`src/rtl/seq_shift_unit_pkg.sv`:
```
// Shared types and constants for the sequential shift unit.
package seq_shift_pkg;

  localparam int WIDTH_DEF = 16;
  localparam int AMT_W_DEF = 5;

  typedef enum logic [1:0] {
    IDLE  = 2'd0,
    SHIFT = 2'd1,
    DONE  = 2'd2
  } state_t;

  localparam logic SH_LOGICAL = 1'b0;
  localparam logic SH_ARITH   = 1'b1;

  localparam logic SH_LEFT    = 1'b0;
  localparam logic SH_RIGHT   = 1'b1;

endpackage

```
`src/rtl/seq_shift_unit_if.sv`:
```
// Request/response bundle for seq_shift_unit.
// SEQ_SHIFT_FLUSH_EN adds the flush request line.
interface seq_shift_unit_if #(
  parameter int WIDTH = 16,
  parameter int AMT_W = 5
);
  logic                    start;
  logic [WIDTH-1:0]        data_in;
  logic signed [AMT_W-1:0] amt;
  logic                    arith;
  logic                    ready;
  logic                    done;
  logic [WIDTH-1:0]        result;
  logic                    shout;
`ifdef SEQ_SHIFT_FLUSH_EN
  logic                    flush;

  modport master (output start, data_in, amt, arith, flush,
                  input  ready, done, result, shout);
  modport slave  (input  start, data_in, amt, arith, flush,
                  output ready, done, result, shout);
`else
  modport master (output start, data_in, amt, arith,
                  input  ready, done, result, shout);
  modport slave  (input  start, data_in, amt, arith,
                  output ready, done, result, shout);
`endif
endinterface

```
`src/rtl/seq_shift_unit_shift_step.sv`:
```
// One-bit shift step: moves the working word one position and reports
// the bit that falls off the end.
module shift_step
  import seq_shift_pkg::*;
#(
  parameter int WIDTH = 16
) (
  input  logic [WIDTH-1:0] w,
  input  logic             dir,
  input  logic             arith,
  output logic [WIDTH-1:0] w_next,
  output logic             bit_out
);

  // Left steps shift in zero; right steps fill with sign only when arithmetic.
  always_comb begin
    w_next  = w;
    bit_out = 1'b0;
    if (dir == SH_LEFT) begin
      bit_out = w[WIDTH-1];
      w_next  = {w[WIDTH-2:0], 1'b0};
    end else begin
      bit_out = w[0];
      w_next  = {(arith == SH_ARITH) & w[WIDTH-1], w[WIDTH-1:1]};
    end
  end

endmodule

```
`src/rtl/seq_shift_unit.sv`:
```
// Multi-cycle shifter: one bit position per clock under start/ready/done.
// Optional SEQ_SHIFT_FLUSH_EN adds a flush input that aborts an operation.
module seq_shift_unit
  import seq_shift_pkg::*;
#(
  parameter int WIDTH = WIDTH_DEF,
  parameter int AMT_W = AMT_W_DEF
) (
  input  logic                clk,
  input  logic                reset,
  seq_shift_unit_if.slave     bus
);

  // Magnitude of a signed amount; the most negative value maps onto 2**(AMT_W-1).
  function automatic logic [AMT_W-1:0] amt_mag(input logic signed [AMT_W-1:0] a);
    logic signed [AMT_W-1:0] neg;
    neg = -a;
    return a[AMT_W-1] ? $unsigned(neg) : $unsigned(a);
  endfunction

  state_t             state_q, state_d;
  logic [WIDTH-1:0]   w_q;
  logic [AMT_W-1:0]   cnt_q;
  logic               dir_q;
  logic               mode_q;
  logic [WIDTH-1:0]   result_q;
  logic               shout_q;
  logic               done_q;

  logic [WIDTH-1:0]   w_next;
  logic               bit_out;
  logic [AMT_W-1:0]   mag;
  logic               flush;
  logic               accept;

`ifdef SEQ_SHIFT_FLUSH_EN
  assign flush = bus.flush;
`else
  assign flush = 1'b0;
`endif

  assign mag    = amt_mag(bus.amt);
  assign accept = (state_q == IDLE) && bus.start && !flush;

  shift_step #(.WIDTH(WIDTH)) u_step (
    .w       (w_q),
    .dir     (dir_q),
    .arith   (mode_q),
    .w_next  (w_next),
    .bit_out (bit_out)
  );

  // State register.
  always_ff @(posedge clk or posedge reset) begin
    if (reset) state_q <= IDLE;
    else       state_q <= state_d;
  end

  // Next-state decode: zero amounts skip straight to DONE, last step enters DONE.
  always_comb begin
    state_d = state_q;
    case (state_q)
      IDLE: begin
        if (accept) state_d = (mag == '0) ? DONE : SHIFT;
      end
      SHIFT: begin
        if (flush)                    state_d = IDLE;
        else if (cnt_q == AMT_W'(1))  state_d = DONE;
      end
      DONE:    state_d = IDLE;
      default: state_d = IDLE;
    endcase
  end

  // Working register, counter and result capture; result/shout only move when entering DONE.
  always_ff @(posedge clk or posedge reset) begin
    if (reset) begin
      w_q      <= '0;
      cnt_q    <= '0;
      dir_q    <= SH_LEFT;
      mode_q   <= SH_LOGICAL;
      result_q <= '0;
      shout_q  <= 1'b0;
      done_q   <= 1'b0;
    end else begin
      done_q <= 1'b0;
      case (state_q)
        IDLE: begin
          if (accept) begin
            w_q    <= bus.data_in;
            cnt_q  <= mag;
            dir_q  <= bus.amt[AMT_W-1];
            mode_q <= bus.arith;
            if (mag == '0) begin
              result_q <= bus.data_in;
              shout_q  <= 1'b0;
              done_q   <= 1'b1;
            end
          end
        end
        SHIFT: begin
          if (!flush) begin
            w_q   <= w_next;
            cnt_q <= cnt_q - AMT_W'(1);
            if (cnt_q == AMT_W'(1)) begin
              result_q <= w_next;
              shout_q  <= bit_out;
              done_q   <= 1'b1;
            end
          end
        end
        default: ;
      endcase
    end
  end

  assign bus.ready  = (state_q == IDLE);
  assign bus.done   = done_q;
  assign bus.result = result_q;
  assign bus.shout  = shout_q;

endmodule

```
`src/flat_wrapper.sv`:
```
// flat-port wrapper written by rule: the top's interface ports become plain ports
module seq_shift_unit_flat import seq_shift_pkg::*;
#(
  parameter int WIDTH = WIDTH_DEF,
  parameter int AMT_W = AMT_W_DEF
)
  (clk, reset, bus_start, bus_data_in, bus_amt, bus_arith, bus_ready, bus_done, bus_result, bus_shout);
  seq_shift_unit_if #(.WIDTH(WIDTH), .AMT_W(AMT_W)) bus_i ();
  input  logic clk;
  input  logic reset;
  input wire logic [$bits(bus_i.start)-1:0] bus_start;
  input wire logic [$bits(bus_i.data_in)-1:0] bus_data_in;
  input wire logic [$bits(bus_i.amt)-1:0] bus_amt;
  input wire logic [$bits(bus_i.arith)-1:0] bus_arith;
  output wire logic [$bits(bus_i.ready)-1:0] bus_ready;
  output wire logic [$bits(bus_i.done)-1:0] bus_done;
  output wire logic [$bits(bus_i.result)-1:0] bus_result;
  output wire logic [$bits(bus_i.shout)-1:0] bus_shout;
  assign bus_i.start = bus_start;
  assign bus_i.data_in = bus_data_in;
  assign bus_i.amt = bus_amt;
  assign bus_i.arith = bus_arith;
  assign bus_ready = bus_i.ready;
  assign bus_done = bus_i.done;
  assign bus_result = bus_i.result;
  assign bus_shout = bus_i.shout;
  seq_shift_unit #(.WIDTH(WIDTH), .AMT_W(AMT_W)) u_core (.clk(clk), .reset(reset), .bus(bus_i));
endmodule
```
`config.mk`:
```
export PLATFORM = sky130hd
export DESIGN_NAME = seq_shift_unit_flat
export DESIGN_NICKNAME = d
export VERILOG_FILES = /design/src/rtl/seq_shift_unit_pkg.sv /design/src/rtl/seq_shift_unit_if.sv /design/src/rtl/seq_shift_unit_shift_step.sv /design/src/rtl/seq_shift_unit.sv /design/src/flat_wrapper.sv
export SDC_FILE = /design/constraint.sdc
export NUM_CORES = 1
export LEC_CHECK = 0
export CAP_MARGIN = 10
export CORE_MARGIN = 3
export CORE_UTILIZATION = 51
export DETAILED_ROUTE_END_ITERATION = 10
export PLACE_DENSITY = 0.77
export SYNTH_ARGS = -nofsm -noshare
export SYNTH_HDL_FRONTEND = slang
export SYNTH_SLANG_ARGS = --single-unit
```
`constraint.sdc`:
```
create_clock -name clk -period 3.1 [get_ports clk]
set_clock_uncertainty 0.1 [all_clocks]
set_input_delay 0.465 -clock clk [delete_from_list [all_inputs] [get_ports clk]]
set_output_delay 0.465 -clock clk [all_outputs]
set_load 0.005 [all_outputs]
```
Word level (Yosys, flattened, before mapping)
Index checks and enable logic that the tools add are counted.
Storage, ports and cells
  ROM bits: 0
  bits in latches: 0
  register bits after elaboration: 43
  bits in writable memories: 0
  memories kept: 0
  input port bits: 25
  word-level logic and storage cells: 47
  output and inout port bits: 19
Operators by class
  order comparisons: 0
  reduce and logical (&&, ||, !) cells: 8
  eq/ne operators: 5
  divide/modulo/power cells: 0
  add/sub/neg operators: 2
  $mul: 0
  bitwise logic cells: 1
  muxes and demuxes: 23
  shift operators: 0
Operator list (number)
  2-to-1 mux 16 bit: 5
  case mux 16 bit (2 select lines): 2
  2-to-1 mux 5 bit: 2
  case mux 5 bit (2 select lines): 1
  2-to-1 mux 1 bit: 7
  2-to-1 mux 2 bit: 3
  != test 2 x 1 -> 1 bit (second input constant): 3
  AND reduction 2 bit: 3
  equality test 5 x 1 -> 1 bit (second input constant): 1
  logical NOT 5 bit: 1
  negator 5 bit: 1
  subtractor 5 x 1 -> 5 bit (second input constant): 1
  case mux 1 bit (2 select lines): 2
  case mux 2 bit (2 select lines): 1
  AND reduction 4 bit: 1
  equality test 2 x 1 -> 1 bit (second input constant): 1
  logical NOT 2 bit: 1
  nonzero test 2 bit: 1
  bitwise AND 1 bit: 1
  logical AND 1 bit: 1

Depth between registers and ports, before layout
  depth in word-level cells: 6
  depth in mapped cells: 8

Hierarchy
Synthesis repeated with hierarchy kept, for this count alone.
Second synthesis, totals
  cell total of the unflattened synthesis: 228
  area, all modules: 2366.0 um^2
Modules (own cells, without submodules)
  seq_shift_unit: times used 1, cells each 207, sequential area each 1076.0 um^2, area each 2118.3 um^2
  shift_step: times used 1, cells each 21, sequential area each 0.0 um^2, area each 247.7 um^2

Worst setup path after synthesis
Ideal clock, no wire load.
  path type: input-to-reg
  start: in bus_amt[2]
  end: reg u_core.result_q[0] (netlist: u_core.bus.result[0])
  data arrival time: 1.974 ns
  stages on the path: 6
  setup time: 0.125 ns
  slack: 0.901 ns
  path through: o31ai_1 > xnor2_1 > or3b_4 > o21ai_4 > buf_12 > mux2_4
Between the ends
  longest elaborated chain between the ends: 5
Ends and longest elaborated chain
  start: declaration: RTL line flat_wrapper.sv:13  | input wire logic [$bits(bus_i.amt)-1:0] bus_amt;
  negator 5 bit: RTL line seq_shift_unit.sv:17  | neg = -a;
  2-to-1 mux 5 bit *: RTL line seq_shift_unit.sv:18  | return a[AMT_W-1] ? $unsigned(neg) : $unsigned(a);
  logical NOT 5 bit *: RTL line seq_shift_unit.sv:94  | if (mag == '0) begin
  != test 2 x 1 -> 1 bit (no source line) *
  AND reduction 4 bit (no source line) *
  end signal: assignment: RTL line seq_shift_unit.sv:95  | result_q <= bus.data_in;
  end signal: assignment: RTL line seq_shift_unit.sv:106  | result_q <= w_next;
  end: declaration: RTL line seq_shift_unit.sv:26  | logic [WIDTH-1:0] result_q;
Every way passes the cells marked *; elsewhere a longest branch is shown, timed or not.
A chain may end at the register's enable or synchronous reset.

Worst setup path after layout
  start: in bus_start
  end: reg u_core.shout_q (netlist: u_core.bus.shout)
Between the ends
  longest elaborated chain between the ends: 3
Ends and longest elaborated chain
  start: declaration: RTL line flat_wrapper.sv:11  | input wire logic [$bits(bus_i.start)-1:0] bus_start;
  logical AND 1 bit: RTL line seq_shift_unit.sv:43  | assign accept = (state_q == IDLE) && bus.start && !flush;
  != test 2 x 1 -> 1 bit (no source line)
  AND reduction 4 bit (no source line)
  end signal: assignment: RTL line seq_shift_unit.sv:107  | shout_q <= bit_out;
  end: declaration: RTL line seq_shift_unit.sv:27  | logic shout_q;
No other way between the ends.

==> metrics.yaml <==
power_and_ir_drop:
  p_per_area_mw_per_mm2: 1046
  leakagePower_nw: 1.245
  peakVddDrop_uv: 461.1
  total_power_mw: 2.911
logic_synthesis:
  ys_seq_area_frac: 0.4810
  yosysTopAreaCellShare: 0.4810
  ys_warn_count: 0
  ys_ff_latch: 43
  synth.avg_cell_area_um2: 11.13
  synth_cell_type_count: 35
  synthCells: 201
  synth_fp_nets: 229
  yosys.area.top_type: "dfrtp_1"
  synth.area.top_cells: "dfrtp_1 (48%), mux2_2 (12%), mux2i_1 (8.1%)"
  synth_area_mm2: 0.002237
floorplan:
  initial_utilization: 0.5436
  ios: 44
  rows: 23
  core_mm2: 0.004115
  die_area_mm2: 0.005217
  die_x_um: 72.23
  die_h_um: 72.23
setup_path:
  reg2reg_depth: 6
  max_stage_delay_ns: 0.54
  cp_num_cells: 7
  start_kind: "input port"
  cp_max_fo: 12
  crit_type: "in2reg"
  endpoint_kind: "register"
  cp_slowest_cell: "clkdlybuf4s50_1"
  path_delay_family: "simple AND/OR/NAND/NOR gates"
  critPathBufInv: 2
  arrival_ns: 2.62
  required_ns: 3.18
  path_cells: "clkdlybuf4s50_1, nor2_2, or2_0, or3b_4, o21ai_4, buf_4, mux2_2"
timing:
  grt_setup_unrepaired: "false"
  hold_viol: 0
  period_share: 0.8182
  max_freq_mhz: 394.3
  tns_ns: 0
  tightest_slew_ns: 0.8834
  report.final.slew_viol_count: 0
  period_needed_ns: 2.536
  finalSetupViolCount: 0
  relSlewSlack: 0.4110
clock_network:
  cts_sinks: 43
  root_buffer: "clkbuf_8"
  cts_tree: "done"
  clkLatencyLatePin_ns: 0.29
  cts.path.max_buffers: 2
  clkTransAtPathRegs_ns: 0.08
  cts_inserted_buffers: 5
  post-cts-setup-buffers: 0
  htree_levels: 2
  ctsHoldBuffers: 0
  cts_resized: 0
grt:
  grt_start_max_net_pins: 44
  grt_use_total: 0.1835
  grt_pass1_wl_um: 7493
  grt_pass1_vias: 1607
  grt.overflow.total: 0
  antenna_found_initial: 0
final_layout:
  num_antenna_cells: 0
  drive_gt1_frac: 0.1943
  area_growth_pct: 24.44
  final_cell_mix: "clkdlybuf4s50_1 (43), dfrtp_1 (43), mux2_2 (24)"
  nNetsFinal: 274
run:
  cap_violations: 0
hold_path:
  worstHoldPathType: "reg2reg"
  whs_path_depth: 1
status:
  run_status: "completed"
place:
  port_buffers: 43
  gp_congestion: 0.7994
  dp_hpwl_um: 3190
drt:
  drtIter0Drc: 118
  ant_nets: 0
  wl_per_cell_um: 15.13
  via_count: 1597
  drc: 0
  wirelength_um: 4494
  vias_per_cell: 5.377
  dr.pass1.iters: 4
==> worst register-to-register path, stage by stage (launching register included) <==
cell and delay (ns):
dfrtp_1 0.55, nor2_2 0.08, or2_0 0.34, or3b_4 0.47, o21ai_4 0.13, buf_4 0.24, mux2_2 0.36
==> metrics by stage <==
step / instance area, µm² / setup WS (ns) / utilization / std cells / hold slack, ns
after floorplan: 2237 / 0.9008 / - / 201 / 0.3702
after global placement: 2700 / 0.2845 / 0.6561 / 289 / 0.3962
after detailed placement: 2700 / 0.2572 / 0.6561 / 289 / 0.3917
after CTS: 2784 / 0.5657 / 0.6765 / 297 / 0.4212
after global routing: 2784 / 0.4638 / 0.6765 / 297 / 0.4312
final: 2784 / 0.5636 / 0.6765 / 297 / 0.4161
==> path summary, 6_finish.rpt <==
path | start | endpoint | slack, ns
setup reg to reg | u_core.state_q[0]$_DFFE_PP0P_ | u_core.bus.shout$_DFFE_PP0P_ | 0.71
hold / removal | u_core.bus.result[1]$_DFFE_PP0P_ | u_core.bus.result[1]$_DFFE_PP0P_ | 0.42
min in group asynchronous | reset | u_core.bus.result[13]$_DFFE_PP0P_ | 0.51
max in group asynchronous | reset | u_core.w_q[14]$_DFFE_PP0P_ | 2.03
setup / recovery | bus_start | u_core.bus.shout$_DFFE_PP0P_ | 0.56
hold reg to reg | u_core.bus.result[1]$_DFFE_PP0P_ | u_core.bus.result[1]$_DFFE_PP0P_ | 0.42
==> flip-flops by register name, summed over array words and instances, names as in the netlist <==
register           flops
u_core.bus.done        1
u_core.w_q            16
u_core.cnt_q           5
u_core.dir_q           1
u_core.state_q         2
u_core.bus.result     16
u_core.mode_q          1
u_core.bus.shout       1
==> cell usage after synthesis <==
cell and instances:
dfrtp_1 43, mux2_2 24, o21ai_0 20, nand2_1 19, mux2i_1 18, nor2_1 13, inv_1 9, a21oi_1 7
mux2_4 7, clkbuf_1 4, nand3_1 4, nor2b_1 4, ha_1 3, xnor2_1 3, a221oi_1 2, nand2b_1 2
a211oi_1 1, a222oi_1 1, a22oi_1 1, a31o_2 1, buf_1 1, buf_12 1, buf_2 1, buf_4 1
buf_6 1, clkbuf_2 1, nand3b_1 1, nor2_2 1, nor3_1 1, nor4bb_1 1, o21ai_4 1, o22ai_1 1
o31ai_1 1, or2_0 1, or3b_4 1
==> per-layer routing <==
| metal | vias to the layer above | share of wire | wire length (µm) | GRT usage |
|---|---|---|---|---|
| met5 | - | 0 | 0 | 0 |
| li1 | 791 | - | - | - |
| met4 | 0 | 0.0053 | 24 | 0.04384 |
| met2 | 35 | 0.49 | 2197 | 0.2973 |
| met1 | 769 | 0.46 | 2088 | 0.2502 |
| met3 | 2 | 0.041 | 184 | 0.04294 |
==> area by class of cell <==
| cell class | instances | area, µm² |
|---|---|---|
| fillers | 334 | 1331 |
| flip-flops and latches | 43 | 1076 |
| multi-input cells | 139 | 1060 |
| repair buffers | 48 | 467.9 |
| clock buffers | 5 | 68.82 |
| well taps | 50 | 62.56 |
| inverters | 9 | 33.78 |
| clock inverters | 3 | 15.01 |
==> cells by family (layout without fill, tap and decap cells) <==
kind of cell / after synthesis / in the layout / synth area share
AO/OA/AOI/OAI: 36 / 36 / 0.09677
XOR/XNOR: 3 / 3 / 0.01175
adder cells (fa/ha/maj): 3 / 3 / 0.01678
buffers and inverters: 19 / 65 / 0.04529
flip-flops: 43 / 43 / 0.4810
multiplexers: 49 / 49 / 0.2483
AND/OR/NAND/NOR: 48 / 48 / 0.1001
==> where the power goes <==
| part | internal (mW) | total, mW | switching (mW) |
|---|---|---|---|
| combinational | 0.863 | 1.44 | 0.581 |
| sequential | 0.849 | 1.12 | 0.271 |
| clock | 0.154 | 0.347 | 0.193 |
| total | 1.87 | 2.91 | 1.04 |
Power figures use the tool's default switching activity.
